$ cat src/rtl/obi_arb_pkg.sv
// -----------------------------------------------------------------------------
// obi_arb_pkg
// Shared types and constants for the OBI peripheral arbiter.
//   obi_req_t     : request fields forwarded from the winning requester to the
//                   slave (we, be, addr, wdata)
//   arb_state_e   : arbiter FSM state (IDLE, WAIT, ERR)
//   OBI_ERR_RDATA : read data returned with a timeout error response
// -----------------------------------------------------------------------------
package obi_arb_pkg;

    typedef struct packed {
        logic        we;
        logic [3:0]  be;
        logic [31:0] addr;
        logic [31:0] wdata;
    } obi_req_t;

    typedef enum logic [1:0] {
        IDLE = 2'd0,
        WAIT = 2'd1,
        ERR  = 2'd2
    } arb_state_e;

    localparam logic [31:0] OBI_ERR_RDATA = 32'h0;

endpackage

$ cat src/rtl/obi_periph_arb_rr_pick.sv
// -----------------------------------------------------------------------------
// rr_pick
// Combinational round-robin priority encoder. Scans req_i upward starting at
// ptr_i, wrapping at N, and reports the first set bit.
//   req_i    : request vector
//   ptr_i    : highest-priority index for this cycle (must be < N)
//   winner_o : index of the selected request (0 when none is set)
//   any_o    : at least one request is set
// -----------------------------------------------------------------------------
module rr_pick #(
    parameter  int N  = 2,
    localparam int PW = (N > 1) ? $clog2(N) : 1
) (
    input  logic [N-1:0]  req_i,
    input  logic [PW-1:0] ptr_i,
    output logic [PW-1:0] winner_o,
    output logic          any_o
);

    // One extra bit so ptr + offset cannot overflow before the wrap.
    logic [PW:0] idx;
    logic        found;

    always_comb begin
        winner_o = '0;
        found    = 1'b0;
        idx      = '0;
        for (int i = 0; i < N; i++) begin
            idx = {1'b0, ptr_i} + (PW+1)'(i);
            // ptr < N and i < N, so a single subtraction completes the wrap.
            if (idx >= (PW+1)'(N)) begin
                idx = idx - (PW+1)'(N);
            end
            if (!found && req_i[idx[PW-1:0]]) begin
                found    = 1'b1;
                winner_o = idx[PW-1:0];
            end
        end
    end

    assign any_o = |req_i;

endmodule

$ cat src/rtl/obi_periph_arb.sv
// -----------------------------------------------------------------------------
// obi_periph_arb
// Round-robin arbiter sharing one OBI peripheral slave between NUM_MST OBI
// requesters. At most one transaction is outstanding; its response is routed
// back to the requester that owns it. A slave that stays silent for
// TIMEOUT_CYCLES cycles produces a one-cycle error response instead.
//
// Ports
//   clk_i, rst_ni      : clock, asynchronous active-low reset
//   m_req_i/we/be/addr/wdata : per-requester OBI request channel
//   m_gnt_o            : per-requester grant (one-hot or zero)
//   m_rvalid_o         : per-requester response valid (one-hot or zero)
//   m_err_o            : qualifies m_rvalid_o, 1 = timeout error
//   m_rdata_o          : response data, broadcast to all requesters
//   s_req_o/we/be/addr/wdata : OBI request channel towards the slave
//   s_gnt_i, s_rvalid_i, s_rdata_i : slave grant and response
// -----------------------------------------------------------------------------
module obi_periph_arb
    import obi_arb_pkg::*;
#(
    parameter  int NUM_MST        = 2,
    parameter  int TIMEOUT_CYCLES = 256,
    localparam int MSTW           = (NUM_MST > 1) ? $clog2(NUM_MST) : 1
) (
    input  logic                       clk_i,
    input  logic                       rst_ni,

    input  logic [NUM_MST-1:0]         m_req_i,
    input  logic [NUM_MST-1:0]         m_we_i,
    input  logic [NUM_MST-1:0][3:0]    m_be_i,
    input  logic [NUM_MST-1:0][31:0]   m_addr_i,
    input  logic [NUM_MST-1:0][31:0]   m_wdata_i,
    output logic [NUM_MST-1:0]         m_gnt_o,
    output logic [NUM_MST-1:0]         m_rvalid_o,
    output logic                       m_err_o,
    output logic [31:0]                m_rdata_o,

    output logic                       s_req_o,
    output logic                       s_we_o,
    output logic [3:0]                 s_be_o,
    output logic [31:0]                s_addr_o,
    output logic [31:0]                s_wdata_o,
    input  logic                       s_gnt_i,
    input  logic                       s_rvalid_i,
    input  logic [31:0]                s_rdata_i
);

    arb_state_e        state_q, state_d;
    logic [MSTW-1:0]   rr_ptr_q, rr_ptr_d;
    logic [MSTW-1:0]   owner_q, owner_d;
    logic [15:0]       tmo_cnt_q, tmo_cnt_d;

    logic [MSTW-1:0]   winner;
    logic              any_req;
    logic              issue_ok;
    logic              grant;
    logic              rsp_ok;
    obi_req_t          win_req;
    logic [NUM_MST-1:0] winner_oh;
    logic [NUM_MST-1:0] owner_oh;

    rr_pick #(
        .N (NUM_MST)
    ) u_rr_pick (
        .req_i    (m_req_i),
        .ptr_i    (rr_ptr_q),
        .winner_o (winner),
        .any_o    (any_req)
    );

    // A new request may only go out while nothing is outstanding, or in the
    // very cycle the outstanding response returns (back-to-back issue).
    assign issue_ok = (state_q == IDLE) || ((state_q == WAIT) && s_rvalid_i);
    assign rsp_ok   = (state_q == WAIT) && s_rvalid_i;

    always_comb begin
        win_req.we    = m_we_i[winner];
        win_req.be    = m_be_i[winner];
        win_req.addr  = m_addr_i[winner];
        win_req.wdata = m_wdata_i[winner];
    end

    always_comb begin
        winner_oh         = '0;
        winner_oh[winner] = 1'b1;
        owner_oh          = '0;
        owner_oh[owner_q] = 1'b1;
    end

    // Slave request channel
    always_comb begin
        s_req_o   = 1'b0;
        s_we_o    = 1'b0;
        s_be_o    = '0;
        s_addr_o  = '0;
        s_wdata_o = '0;
        if (issue_ok) begin
            s_req_o   = any_req;
            s_we_o    = win_req.we;
            s_be_o    = win_req.be;
            s_addr_o  = win_req.addr;
            s_wdata_o = win_req.wdata;
        end
    end

    assign grant   = s_req_o & s_gnt_i;
    assign m_gnt_o = grant ? winner_oh : '0;

    // Response channel: a real response in WAIT, or the synthetic error in ERR.
    // A late slave response in IDLE/ERR never reaches a requester.
    always_comb begin
        m_rvalid_o = '0;
        m_err_o    = 1'b0;
        m_rdata_o  = OBI_ERR_RDATA;
        if (rsp_ok) begin
            m_rvalid_o = owner_oh;
            m_rdata_o  = s_rdata_i;
        end else if (state_q == ERR) begin
            m_rvalid_o = owner_oh;
            m_err_o    = 1'b1;
        end
    end

    // Next-state logic
    always_comb begin
        state_d   = state_q;
        rr_ptr_d  = rr_ptr_q;
        owner_d   = owner_q;
        tmo_cnt_d = tmo_cnt_q;

        case (state_q)
            IDLE: begin
                if (grant) begin
                    state_d = WAIT;
                end
            end
            WAIT: begin
                if (s_rvalid_i) begin
                    state_d = grant ? WAIT : IDLE;
                end else if (tmo_cnt_q == 16'(TIMEOUT_CYCLES - 1)) begin
                    state_d = ERR;
                end else begin
                    tmo_cnt_d = tmo_cnt_q + 16'd1;
                end
            end
            ERR: begin
                state_d = IDLE;
            end
            default: begin
                state_d = IDLE;
            end
        endcase

        if (grant) begin
            owner_d   = winner;
            tmo_cnt_d = '0;
            rr_ptr_d  = (winner == MSTW'(NUM_MST - 1)) ? '0 : winner + MSTW'(1);
        end
    end

    always_ff @(posedge clk_i or negedge rst_ni) begin
        if (!rst_ni) begin
            state_q   <= IDLE;
            rr_ptr_q  <= '0;
            owner_q   <= '0;
            tmo_cnt_q <= '0;
        end else begin
            state_q   <= state_d;
            rr_ptr_q  <= rr_ptr_d;
            owner_q   <= owner_d;
            tmo_cnt_q <= tmo_cnt_d;
        end
    end

endmodule
$ cat config.mk
export PLATFORM = sky130hd
export DESIGN_NAME = obi_periph_arb
export DESIGN_NICKNAME = d
export VERILOG_FILES = /design/src/rtl/obi_arb_pkg.sv /design/src/rtl/obi_periph_arb_rr_pick.sv /design/src/rtl/obi_periph_arb.sv
export SDC_FILE = /design/constraint.sdc
export NUM_CORES = 1
export LEC_CHECK = 0
export BUFFER_PORTS_ARGS = -buffer_cell sky130_fd_sc_hd__buf_2
export CAP_MARGIN = 30
export CELL_PAD_IN_SITES_DETAIL_PLACEMENT = 1
export CELL_PAD_IN_SITES_GLOBAL_PLACEMENT = 1
export CORE_MARGIN = 8
export CORE_UTILIZATION = 19
export DETAILED_ROUTE_END_ITERATION = 8
export PLACE_DENSITY = 0.86
export SLEW_MARGIN = 10
export SYNTH_ARGS = -nofsm -noshare
export SYNTH_HDL_FRONTEND = slang
export SYNTH_SLANG_ARGS = --single-unit
$ cat constraint.sdc
create_clock -name clk_i -period 2.4 [get_ports clk_i]
set_input_delay 0.48 -clock clk_i [delete_from_list [all_inputs] [get_ports clk_i]]
set_output_delay 0.48 -clock clk_i [all_outputs]
set_load 0.02 [all_outputs]
==> results.md, run 1 <==
* Status: completed
* Via count at ~3700
* Cell area after synthesis at ~0.0023 mm2
* GRT Resource Usage Total at between 10% and 20%
* Initial antenna violation count at 2
* Final period util at approximately nine tenths
* Leak at between 2 and 2.5 nW
* Largest family of logic cells by synthesized area: simple AND/OR/NAND/NOR gates
* Share of layout cells above drive strength 1 at 47.4%
* Root Buffer: clkbuf_16
* Initial DRC Count at 154
* I/O pins at 283
* Core area at ~0.012 mm2
* Synth Area per Inst at 6.00 um2
* Setup-failing EPs final at 0
* Syn nets at approximately 560
* Vias in the first global route at between 3000 and 4000
* XOR/XNOR share of the synthesized area at less than 1%
* Total of max-cap violations at 0
* Clock period minus worst slack at roughly 2200 ps
* DRT Pass-1 Iters at 4
* Sequential area share after synthesis at 21.8%
* YS warnings at 0
* Largest net degree at the start of global routing at 60
* GRT Residual Overflow at 0
* Crit-path cells: inv_1 -> a21boi_4 -> buf_12 -> nand2_1 -> a21oi_1 -> buf_2
* Power per cell area at about 430 mW/mm2
* Adder-Cell Fraction of Synth Area at 0.546%
* Hold_buf cts at 0
* RSZ-0062 raised after global routing: false
* Top FF cell, synth: dfrtp_1
* Most frequent cells in the layout: buf_2, nand2_1, a21oi_1
* Clock-pin slew on the worst setup and hold paths at ~60 ps
* Commonest non-fill, non-tap cell in the layout: buf_2
* Slew margin rel. at about two thirds
* Max FO, Critical Path at between 50 and 60
* Vias per inst at ~4.6
* Clk buf depth at 2
* Row count at 40
* Clk Latency, worst-skew pair at around 260 ps
* Routed WL per cell at around 17 um
* DRT antenna net count at 0
* Final HPWL DP at 11.3 mm
* Starting density of the core at between 10% and 20%
* Peak VDD IR at between 0.0003 and 0.0004 V
* Slew Limit Fails at 0
* DRC violations left at 0
* Die height at about 130 um
* EDFF count, synth at 0
* I/O Buffers at around 280
* Final hold vios at 0
* Worst Hold Class: in -> async
* Post-Synthesis Cells at 382
* WP data required at 1920 ps
* First-pass GRT wire length at between 20 and 25 mm
* Flops & latches, synth at 20
* Nets@finish at about 830
* Setup WS pre-CTS at around 240 ps
* Distinct cells, synth at 41
* Worst path max stage delay at ~390 ps
* Fin worst setup slack at 242 ps
* Worst Path Arrival at ~1700 ps
* Drt total wl at around 14 mm
* Max Clk Rate at between 400 and 500 MHz
* Critical Path Sink Type: output port
* Growth of design area from synthesis to finish at 75.7%
* Total CTS buffers at 3
* Cell at the slowest stage of the critical path: dfrtp_1
* GPL Wtd Cong at 0.839
* H-Tree Depth at 1
* CP Class: reg -> out
* Post-CTS setup buffer count at 0
* Post_cts resized at 0
* Clock Sinks at 20
* Worst Setup Start Kind: flop
* Die extent in x at 126 um
* Worst Tran Pin Value at ~470 ps
* Post-synthesis compound-gate area fraction at a little under a quarter
* Die area at 0.0158 mm2
* Post-synthesis mux area share at less than 1%
* Final setup TNS at 0 ps
* Worst Skew at roughly 5.3 ps
* Post-synthesis simple-gate area fraction at a little under half
* CTS tree: yes
* Async S/R FF share, synth at 100%
[power by group]
| group | internal, mW | total, mW | switching, mW | leakage (nW) |
|---|---|---|---|---|
| clock network | 0.254 | 0.386 | 0.132 | 0.0442 |
| registers | 0.353 | 0.371 | 0.0174 | 0.271 |
| logic | 0.368 | 0.965 | 0.596 | 1.95 |
[worst max-delay path, delay by kind of cell (launching register included)]
family | cells | cell delay, ps
buf+inv | 3 | 560
flops | 1 | 390
compound gates | 2 | 350
simple gates | 1 | 90
[per-stage QoR]
step	hold WS (ps)	total power [mW]	cells	utilization (%)	cell area [um2]
after floorplan	184	0.900	382	-	2290
after global placement	454	1.33	793	33.1	3940
after detailed placement	461	1.35	793	33.1	3940
after CTS	185	1.74	797	33.8	4030
after global routing	206	1.82	798	33.8	4030
final	171	1.72	798	33.8	4030
[cell type report]
class                      instances  area, um2
fill                            1626       7880
inverter                           4       15.0
antenna                            1       2.50
multi-input combinational        329       1690
timing repair buffer             293       1540
clock buffer                       4       88.8
sequential                        20        500
tap                              147        184
[synth_stat cells, drive strengths merged, types with 2 or more instances]
master	instances	area, um2
nor2	6	22.5
nand2	145	544
nand3	4	20.0
nand4	6	37.5
inv	4	15.0
o211ai	3	22.5
a31oi	2	12.5
a21oi	79	395
o31ai	5	37.5
and2	36	225
or4b	2	23.8
a211oi	2	15.0
clkbuf	29	109
or2	3	18.8
or4	8	60.1
o21ai	5	25.0
nor2b	2	12.5
dfrtp	20	500
nor3b	2	20.0
[registers in the layout, indices dropped and copies added, names as in the netlist]
signal     cells
owner_q        1
tmo_cnt_q     16
state_q        2
rr_ptr_q       1
[path summary, 6_finish.rpt]
check / to / depth (start not counted) / start / slack [ps]
worst max-delay path: s_addr_o[26] / 6 / rr_ptr_q / 240
worst min-delay path: tmo_cnt_q[8] / 1 / rst_ni / 170
worst max register to register: tmo_cnt_q[12] / 4 / state_q[1] / 420
worst min register to register: owner_q / 1 / owner_q / 520
max in group asynchronous: owner_q / 1 / rst_ni / 1900
min in group clk_i: owner_q / 1 / owner_q / 520
[kinds of logic (layout without fill, tap and decap cells)]
| kind of cell | Yosys count | in the layout |
|---|---|---|
| AND/OR/NAND/NOR | 225 | 225 |
| AO/OA/AOI/OAI | 101 | 101 |
| buffers and inverters | 33 | 301 |
| flip-flops | 20 | 20 |
| adder cells (fa/ha/maj) | 1 | 1 |
| XOR/XNOR | 1 | 1 |
| multiplexers | 1 | 1 |
| other | 0 | 1 |
[per-layer routing]
metal,vias to the layer above,global-route usage (%),share of wire [%]
met2,132,29.0,50
met5,-,0,0.12
met4,2,3.54,1.8
li1,1827,-,-
met3,19,3.80,6.1
met1,1705,18.3,41
No activity file was read; power rests on OpenSTA's default activity.
==> run 2, diff against run 1 <==
Settings changed: CAP_MARGIN 30 to 15, CORE_UTILIZATION 19 to 17, PLACE_DENSITY 0.86 to 0.82.
Clock period 2.4 ns to 1.8 ns, I/O delays scaled along.
==> results.md, run 2 (synthesis results as in run 1) <==
* Status: complete, but fails checks
* Failing checks: negative setup slack
* DRC violations left at 0
* Most frequent cells in the layout: buf_2, buf_6, nand2_1
* GRT Residual Overflow at 0
* Power per cell area at ~520 mW/mm2
* Worst Path Arrival at 1760 ps
* DRT Pass-1 Iters at 4
* Worst Setup Start Kind: flop
* Initial antenna violation count at 0
* Die extent in x at roughly 130 um
* Met1 GRT Util at roughly a fifth
* Reg-to-Reg Start: state_q[1]
* Worst Skew at 1.95 ps
* Largest register FFs at 16
* Row count at 42
* R2r setup slk at -140 ps
* Clock period minus worst slack at ~2100 ps
* First-pass GRT wire length at 24.7 mm
* Via count at ~4500
* Met3 GRT Util at ~3.7%
* RSZ-0062 raised after global routing: true
* Die area at 0.0175 mm2
* Final HPWL DP at 12.4 mm
* Final setup TNS at -19850 ps
* Clock-pin slew on the worst setup and hold paths at 60 ps
* Largest registers: tmo_cnt_q: 16 flops, state_q: 2 flops
* Fin worst setup slack at -319 ps
* Max FO, Critical Path at 9
* WP data required at 1440 ps
* FILL cells at 1580
* Total CTS buffers at 3
* Max Clk Rate at between 400 and 500 MHz
* FF/Latch Area at around 500 um2
* I/O Buffers at about 280
* Growth of design area from synthesis to finish at 182%
* Post-route design area at roughly 0.0065 mm2
* Clock Sinks at 20
* Cell Count, Final, Fillers Out at roughly 900
* DRT antenna net count at 0
* Placed Cells at between 800 and 900
* Die height at 132 um
* Critical Path Sink Type: output port
* Inserted Diodes at 0
* Peak VDD IR at 0.000586 V
* Core area at between 0.01 and 0.015 mm2
* GPL Wtd Cong at approximately 0.84
* Root Buffer: clkbuf_16
* H-Tree Depth at 1
* Placed cell area at between 0.004 and 0.005 mm2
* Final period util at 118%
* GRT Resource Usage Total at between 15 and 20%
* Clk buf depth at 2
* Vias per inst at ~5.0
* Drt total wl at about 21 mm
* Largest net degree at the start of global routing at 28
* Share of layout cells above drive strength 1 at approximately three quarters
* Nets@finish at 902
* Initial DRC Count at about 150
* Most flops, register: tmo_cnt_q
* Multi-input logic area at between 0.002 and 0.003 mm2
* Reg2Reg Depth at 7
* RR Endpoint: tmo_cnt_q[9]
* CP Class: reg -> out
* Clk Latency, worst-skew pair at between 200 and 300 ps
* Starting density of the core at roughly 17%
* GR Layer Usage met2 at between 30% and 40%
* Slew Limit Fails at 0
* Setup-failing EPs final at ~120
* Vias in the first global route at around 4400
* CTS tree: yes
* I/O pins at between 200 and 300
* Routed WL per cell at 23.3 um
* Leak at 3.27 nW
* Worst Hold Class: in -> async
* Setup WS pre-CTS at -143 ps
* Total of max-cap violations at 0
* Commonest non-fill, non-tap cell in the layout: buf_2
* Worst Tran Pin Value at approximately 500 ps
* Final hold vios at 0
* Busiest layer in global routing: met2
* Slew margin rel. at 66.7%
run 2: metal layers:
layer  wire length (um)  up-vias
met5                  0        -
met2              11600      216
met1               7760     2244
li1                   -     1981
met3               1150       37
met4                458        0
run 2: critical path: stages, from the launching register on:
cell and delay [ps]:
dfrtp_1 410, buf_6 130, o21ai_4 180, buf_12 180, clkbuf_16 170, nand2_1 70, a21oi_1 180, buf_4 180
run 2: what timing repair did:
action / CTS / global route
gates resized for setup: 142 / 339
cloned: 6 / 6
setup endpoints to repair: 82 / 119
hold buffers: 0 / 0
buffers inserted: 8 / 15
pin swaps: 17 / 118
run 2: final cells by class:
class / count / area share [%]
Clock buffer: 3 / 1.16
Inverter: 4 / 0.232
Multi-Input combinational cell: 329 / 39.6
Sequential cell: 20 / 7.74
Tap cell: 176 / 3.41
Timing Repair Buffer: 367 / 47.9
run 2: how the worst max path moves through the flow:
stage | cells after the start | startpoint | slack (ps) | endpoint
6_report | 7 | rr_ptr_q | -320 | s_wdata_o[30]
3_5_place_dp | 5 | s_rvalid_i | -140 | tmo_cnt_q[14]
4_1_cts | 7 | rr_ptr_q | -240 | s_addr_o[8]
3_3_place_gp | 5 | s_rvalid_i | -120 | tmo_cnt_q[14]
5_1_grt | 7 | rr_ptr_q | -390 | s_wdata_o[22]
2_1_floorplan | 4 | state_q[1] | -40 | tmo_cnt_q[12]
run 2: power by group:
group | switching, mW | internal (mW) | leakage [nW]
Combinational | 1.21 | 1.16 | 2.96
Sequential | 0.0221 | 0.471 | 0.271
Clock | 0.171 | 0.293 | 0.0370
run 2: through the flow:
stage | hold slack, ps | utilization (%) | power (mW)
global placement | 335 | 32.9 | 1.91
CTS | 75.7 | 38.2 | 2.74
floorplan | 64.4 | - | 1.20
global route | 98.5 | 49.0 | 3.48
finish | 68.3 | 49.0 | 3.33
detailed placement | 346 | 32.9 | 1.94
